**src/rtl/rect_fill_engine_if.sv**
```systemverilog
// Write-side bus between a command source and rect_fill_engine: command
// inputs, status flags and the frame-buffer write port.
interface rect_fill_engine_if #(
  parameter int XW = 8,
  parameter int YW = 7,
  parameter int CW = 3
);
  logic          start;
  logic          clear;
  logic [XW-1:0] x0;
  logic [XW-1:0] x1;
  logic [YW-1:0] y0;
  logic [YW-1:0] y1;
  logic [CW-1:0] color;
  logic          busy;
  logic          done;
  logic          we;
  logic [XW-1:0] xw;
  logic [YW-1:0] yw;
  logic [CW-1:0] din;

  modport master (
    output start, clear, x0, x1, y0, y1, color,
    input  busy, done, we, xw, yw, din
  );

  modport slave (
    input  start, clear, x0, x1, y0, y1, color,
    output busy, done, we, xw, yw, din
  );
endinterface

```
**src/rtl/rect_fill_engine.sv**
```systemverilog
// Rectangle / full-screen fill engine: normalizes and clips a command to the
// display, then streams one frame-buffer write per clock in raster order.
module rect_fill_engine #(
  parameter int H_RES = 160,
  parameter int V_RES = 120,
  parameter int XW    = 8,
  parameter int YW    = 7,
  parameter int CW    = 3
) (
  input  logic                CLOCK_50,
  input  logic                reset,
  rect_fill_engine_if.slave   bus
);

  localparam logic [XW-1:0] X_LAST = XW'(H_RES - 1);
  localparam logic [YW-1:0] Y_LAST = YW'(V_RES - 1);

  typedef enum logic [1:0] {IDLE, SETUP, FILL, DONE} state_t;

  state_t        state, state_next;

  logic          clr_q;
  logic          empty_q;
  logic [XW-1:0] x0_q, x1_q, xmin_q, xmax_q;
  logic [YW-1:0] y0_q, y1_q, ymax_q;
  logic [CW-1:0] color_q;

  logic [XW-1:0] s_xmin, s_xmax;
  logic [YW-1:0] s_ymin, s_ymax;
  logic          s_empty;
  logic          last_px;

  // Bounds of the latched command; only consumed while in SETUP.
  always_comb begin
    // NOTE: every variable gets a default first so no path leaves it unassigned (no latch).
    s_xmin = (x0_q < x1_q) ? x0_q : x1_q;
    s_xmax = (x0_q < x1_q) ? x1_q : x0_q;
    s_ymin = (y0_q < y1_q) ? y0_q : y1_q;
    s_ymax = (y0_q < y1_q) ? y1_q : y0_q;
    if (clr_q) begin
      s_xmin = '0;
      s_xmax = X_LAST;
      s_ymin = '0;
      s_ymax = Y_LAST;
    end
    if (s_xmax > X_LAST) s_xmax = X_LAST;
    if (s_ymax > Y_LAST) s_ymax = Y_LAST;
    s_empty = (s_xmin > X_LAST) || (s_ymin > Y_LAST);
  end

  // The write-address registers double as the fill cursor.
  assign last_px = (bus.xw == xmax_q) && (bus.yw == ymax_q);

  always_ff @(posedge CLOCK_50) begin
    // NOTE: sequential state uses non-blocking assignments so every register samples pre-edge values.
    if (reset) state <= IDLE;
    else       state <= state_next;
  end

  // An empty command spends a second cycle in SETUP so done lands two edges
  // after acceptance, matching the non-empty SETUP->DONE spacing.
  always_comb begin
    state_next = state;
    unique case (state)
      IDLE:  if (bus.start) state_next = SETUP;
      SETUP: if (!s_empty)  state_next = FILL;
             else if (empty_q) state_next = DONE;
      FILL:  if (last_px)   state_next = DONE;
      DONE:  state_next = IDLE;
      default: state_next = IDLE;
    endcase
  end

  always_ff @(posedge CLOCK_50) begin
    if (reset) begin
      clr_q    <= 1'b0;
      empty_q  <= 1'b0;
      x0_q     <= '0;
      x1_q     <= '0;
      y0_q     <= '0;
      y1_q     <= '0;
      color_q  <= '0;
      xmin_q   <= '0;
      xmax_q   <= '0;
      ymax_q   <= '0;
      bus.busy <= 1'b0;
      bus.done <= 1'b0;
      bus.we   <= 1'b0;
      bus.xw   <= '0;
      bus.yw   <= '0;
      bus.din  <= '0;
    end else begin
      bus.busy <= (state_next == SETUP) || (state_next == FILL);
      bus.done <= (state_next == DONE);
      bus.we   <= 1'b0;
      unique case (state)
        IDLE: if (bus.start) begin
          clr_q   <= bus.clear;
          x0_q    <= bus.x0;
          x1_q    <= bus.x1;
          y0_q    <= bus.y0;
          y1_q    <= bus.y1;
          color_q <= bus.color;
          empty_q <= 1'b0;
        end
        SETUP: if (!s_empty) begin
          xmin_q  <= s_xmin;
          xmax_q  <= s_xmax;
          ymax_q  <= s_ymax;
          bus.xw  <= s_xmin;
          bus.yw  <= s_ymin;
          bus.din <= color_q;
          bus.we  <= 1'b1;
        end else begin
          empty_q <= 1'b1;
        end
        FILL: if (!last_px) begin
          bus.we <= 1'b1;
          if (bus.xw < xmax_q) begin
            bus.xw <= bus.xw + 1'b1;
          end else begin
            bus.xw <= xmin_q;
            bus.yw <= bus.yw + 1'b1;
          end
        end
        default: ;
      endcase
    end
  end

endmodule

```
**src/flat_wrapper.sv**
```systemverilog
// flat-port wrapper written by rule: the top's interface ports become plain ports
module rect_fill_engine_flat 
#(
  parameter int H_RES = 160,
  parameter int V_RES = 120,
  parameter int XW    = 8,
  parameter int YW    = 7,
  parameter int CW    = 3
)
  (CLOCK_50, reset, bus_start, bus_clear, bus_x0, bus_x1, bus_y0, bus_y1, bus_color, bus_busy, bus_done, bus_we, bus_xw, bus_yw, bus_din);
  rect_fill_engine_if #(.XW(XW), .YW(YW), .CW(CW)) bus_i ();
  input  logic CLOCK_50;
  input  logic reset;
  input wire logic [$bits(bus_i.start)-1:0] bus_start;
  input wire logic [$bits(bus_i.clear)-1:0] bus_clear;
  input wire logic [$bits(bus_i.x0)-1:0] bus_x0;
  input wire logic [$bits(bus_i.x1)-1:0] bus_x1;
  input wire logic [$bits(bus_i.y0)-1:0] bus_y0;
  input wire logic [$bits(bus_i.y1)-1:0] bus_y1;
  input wire logic [$bits(bus_i.color)-1:0] bus_color;
  output wire logic [$bits(bus_i.busy)-1:0] bus_busy;
  output wire logic [$bits(bus_i.done)-1:0] bus_done;
  output wire logic [$bits(bus_i.we)-1:0] bus_we;
  output wire logic [$bits(bus_i.xw)-1:0] bus_xw;
  output wire logic [$bits(bus_i.yw)-1:0] bus_yw;
  output wire logic [$bits(bus_i.din)-1:0] bus_din;
  assign bus_i.start = bus_start;
  assign bus_i.clear = bus_clear;
  assign bus_i.x0 = bus_x0;
  assign bus_i.x1 = bus_x1;
  assign bus_i.y0 = bus_y0;
  assign bus_i.y1 = bus_y1;
  assign bus_i.color = bus_color;
  assign bus_busy = bus_i.busy;
  assign bus_done = bus_i.done;
  assign bus_we = bus_i.we;
  assign bus_xw = bus_i.xw;
  assign bus_yw = bus_i.yw;
  assign bus_din = bus_i.din;
  rect_fill_engine #(.H_RES(H_RES), .V_RES(V_RES), .XW(XW), .YW(YW), .CW(CW)) u_core (.CLOCK_50(CLOCK_50), .reset(reset), .bus(bus_i));
endmodule
```
**config.mk**
```make
export PLATFORM = sky130hd
export DESIGN_NAME = rect_fill_engine_flat
export DESIGN_NICKNAME = d
export VERILOG_FILES = /design/src/rtl/rect_fill_engine_if.sv /design/src/rtl/rect_fill_engine.sv /design/src/flat_wrapper.sv
export SDC_FILE = /design/constraint.sdc
export NUM_CORES = 1
export LEC_CHECK = 0
export ABC_AREA = 1
export BUFFER_PORTS_ARGS = -buffer_cell sky130_fd_sc_hd__buf_4
export CAP_MARGIN = 10
export CORE_ASPECT_RATIO = 1.1
export CORE_UTILIZATION = 58
export CTS_CLUSTER_SIZE = 14
export DETAILED_ROUTE_END_ITERATION = 10
export PLACE_DENSITY = 0.9
export SLEW_MARGIN = 20
export SYNTH_ARGS = -nofsm -noshare
export SYNTH_HDL_FRONTEND = slang
export SYNTH_SLANG_ARGS = --single-unit
```
**constraint.sdc**
```tcl
create_clock -name CLOCK_50 -period 2.65 [get_ports CLOCK_50]
set_input_delay 0.265 -clock CLOCK_50 [delete_from_list [all_inputs] [get_ports CLOCK_50]]
set_output_delay 0.265 -clock CLOCK_50 [all_outputs]
set_load 0.005 [all_outputs]
```
==> impl_metrics.toml <==
[critical_path]
worstRegToRegCells = 17
timing.rr.end = "u_core.bus.busy$_SDFF_PP0_"
crit_chain = "inv_1 -> ha_1 -> a21oi_1 -> o21ai_1 -> nand2_2 -> nand2_2 -> nand2_1 -> nand3_1 -> nor2_1 -> nand2_2 -> nand3_4 -> nand3_1 -> nand2_1 -> inv_1 -> ha_1 -> inv_1 -> nor2_1"
cp_max_fo = 7
cp.depth = 17
critical_path_class = "reg -> reg"
arrival_ns = 2.75
worst-path-buf-inv = 3
start_kind = "flop"
slowest_delay_ns = 0.32
endpoint_kind = "flop"
startpoint = "u_core.y1_q[2]$_SDFFE_PP0P_"
r2r-start = "u_core.y1_q[2]$_SDFFE_PP0P_"
worstPathRequired_ns = 2.90
endpoint = "u_core.bus.busy$_SDFF_PP0_"
cp_slowest_cell = "dfxtp_1"
r2r_slack_ns = 0.15
crit_family = "simple AND/OR/NAND/NOR gates"

[timing]
setup_slack_ns = 0.148
timing.final.crit_share_pct = 94.4
whs_ns = 0.152
maxSlewHeadroom_pct = 65.7
maxSlewViolCount = 0
fin_crit_ns = 2.50
tns_ns = 0
skew_ns = 0.00814
hold_violations = 0
rsz0062_at_grt = "true"
setup_viol = 0
max_freq_mhz = 400
worst_pin_slew_ns = 0.514

[grt]
gr-usage-all-layers_pct = 28.5
antenna_found_initial = 0
grt_max_degree = 54
gr-total-overflow = 0
grt_pass1_vias = 4125
use_met1_pct = 35.8
grt_first_pass_wirelength_um = 18800
top_usage_layer = "met2"
gr-usage-met2_pct = 47.9
use_met3_pct = 3.95

[place]
place_ws_ns = 0.156
place_inst = 822
globalplace.congestion = 0.941
numPortBuffers = 57
dp_hpwl_um = 8210

[detailed_routing]
wirelength_um = 11500
drcViolationCount = 0
first_pass_iters = 7
drtIter0Drc = 429
ant_nets = 0
via_per_inst = 5.57
vias = 4675
avgRoutedWirePerCell_um = 13.6

[synthesis]
synth_flop_cell = "dfxtp_1"
ys_types = 37
syn_area_per_cell_um2 = 6.90
synthArstFlopShare_pct = 0
synth_top_area_share_pct = 34.6
syn_area_mm2 = 0.00468
syn_nets = 743
yosysMostFrequentCell = "nand2_1"
synth_cells = 679
synth_common_cells = "nand2_1 (128), dfxtp_1 (81), a21oi_1 (74), nor2_1 (74), inv_1 (72)"
synth.area.top_cells = "dfxtp_1 (35%), nand2_1 (10%), a21oi_1 (7.9%), o21ai_0 (7.4%), ha_1 (7.2%)"
yosys_warnings = 0
synth_largest_area_cell = "dfxtp_1"
seq_area_frac_synth_pct = 34.6
synth_edf_count = 0
ys_ff_latch = 81

[cts]
cts_max_path_buffers = 2
cts_sinks = 81
numCtsBuffers = 9
htreeDepth = 3
clk_pin_slew_ns = 0.08
worstSkewPairLatency_ns = 0.36
cts-root-buf = "clkbuf_8"
cts_tree = "built"

[pwr]
p_int_mw = 3.96
vdd_drop_max_mv = 0.607
clock_power_share_pct = 14.7
p_leak_nw = 2.46
p_seq_share_pct = 25.6
switching_power_mw = 3.53
netSwitchingFraction_pct = 47.1
power-per-cell-area_mw_per_mm2 = 1380
pwr-share-comb_pct = 59.6
finalPower_mw = 7.49

[job]
drv_cap = 0

[floorplanning]
io_pins = 58
rows = 34
core_mm2 = 0.00787
die_w_um = 87.7
initial_utilization_pct = 59.5
die_area_mm2 = 0.00844
fp.dieH_um = 96.2

[layout]
num_antenna_cells = 0
drive_gt1_share_pct = 15.7
final_cell_count_no_fill = 840
nets = 791
area_growth_pct = 15.9

[hold_path]
min_path_type = "in -> reg"

[status]
status = "complete, no violations"
cell type report:
| cell class | instances | area, µm² |
|---|---|---|
| timing repair buffer | 72 | 553 |
| clock inverter | 5 | 103 |
| tap | 108 | 135 |
| clock buffer | 11 | 141 |
| fill | 617 | 2440 |
| inverter | 78 | 297 |
| multi-input combinational | 485 | 2570 |
| sequential | 81 | 1620 |
through the flow:
step	util (%)	area, µm²
4_1_cts	68.7	5410
6_report	68.9	5430
5_1_grt	68.9	5430
2_1_floorplan	-	4680
3_3_place_gp	65.6	5160
3_5_place_dp	65.6	5160
worst register-to-register path, stage by stage (launching register included):
cell	delay, ns
dfxtp_1	0.32
inv_1	0.07
ha_1	0.32
a21oi_1	0.16
o21ai_1	0.13
nand2_2	0.13
nand2_2	0.12
nand2_1	0.07
nand3_1	0.10
nor2_1	0.14
nand2_2	0.11
nand3_4	0.10
nand3_1	0.12
nand2_1	0.10
inv_1	0.05
ha_1	0.28
inv_1	0.06
nor2_1	0.03
what timing repair did:
action                                  CTS  global route
resized for setup                         0             1
hold buffers                              0             0
endpoints found under the setup margin    0             7
buffers inserted                          0             2
state kept, by name, indices dropped and copies added, names as in the netlist, 2 cells and up:
register        cells
u_core.xmax_q       8
u_core.y1_q         7
u_core.color_q      3
u_core.x1_q         8
u_core.y0_q         7
u_core.bus.din      3
u_core.x0_q         8
u_core.xmin_q       8
u_core.bus.xw       8
u_core.state        2
u_core.ymax_q       7
u_core.bus.yw       7
cell families after synthesis:
logic type	share of synthesized area, %
xor+xnor	1.50
simple gates	26.0
buf+inv	10.4
compound gates	20.3
fa+ha+maj	7.22
flops	34.6
per-layer routing:
metal / part of all wire [%] / vias up
met4: 3.0 / 0
met5: 0 / -
met1: 43 / 2131
met3: 6.2 / 35
met2: 47 / 193
li1: - / 2316
how the worst min path moves through the flow:
stage               cells after the start                     startpoint                             end
finish                                  3                      bus_y0[4]     u_core.y0_q[4]$_SDFFE_PP0P_
global route                            3                      bus_y0[4]     u_core.y0_q[4]$_SDFFE_PP0P_
CTS                                     3                      bus_y0[4]     u_core.y0_q[4]$_SDFFE_PP0P_
detailed placement                      2  u_core.xmax_q[6]$_SDFFE_PP0P_   u_core.xmax_q[6]$_SDFFE_PP0P_
global placement                        2    u_core.empty_q$_SDFFE_PP0P_     u_core.empty_q$_SDFFE_PP0P_
floorplan                               2                   bus_color[0]  u_core.color_q[0]$_SDFFE_PP0P_
power by group through the flow:
stage	Combinational [mW]	Clock (mW)	Sequential, mW
2_1_floorplan	3.42	0	1.85
3_3_place_gp	4.14	0	1.91
3_5_place_dp	4.28	0	1.93
4_1_cts	4.35	1.11	1.91
5_1_grt	5.01	1.17	1.97
6_report	4.47	1.10	1.92
layout by cell type, fill, tap and decap left out, types with 14 or more instances in the layout:
| master | netlist | layout |
|---|---|---|
| ha_1 | 27 | 27 |
| o21ai_0 | 69 | 69 |
| dfxtp_1 | 81 | 81 |
| inv_1 | 72 | 71 |
| nand3_1 | 35 | 35 |
| buf_4 | 2 | 71 |
| nor2_1 | 74 | 74 |
| nand2_1 | 128 | 128 |
| a21oi_1 | 74 | 74 |
| nand3b_1 | 14 | 14 |
No activity file was read; power rests on OpenSTA's default activity.
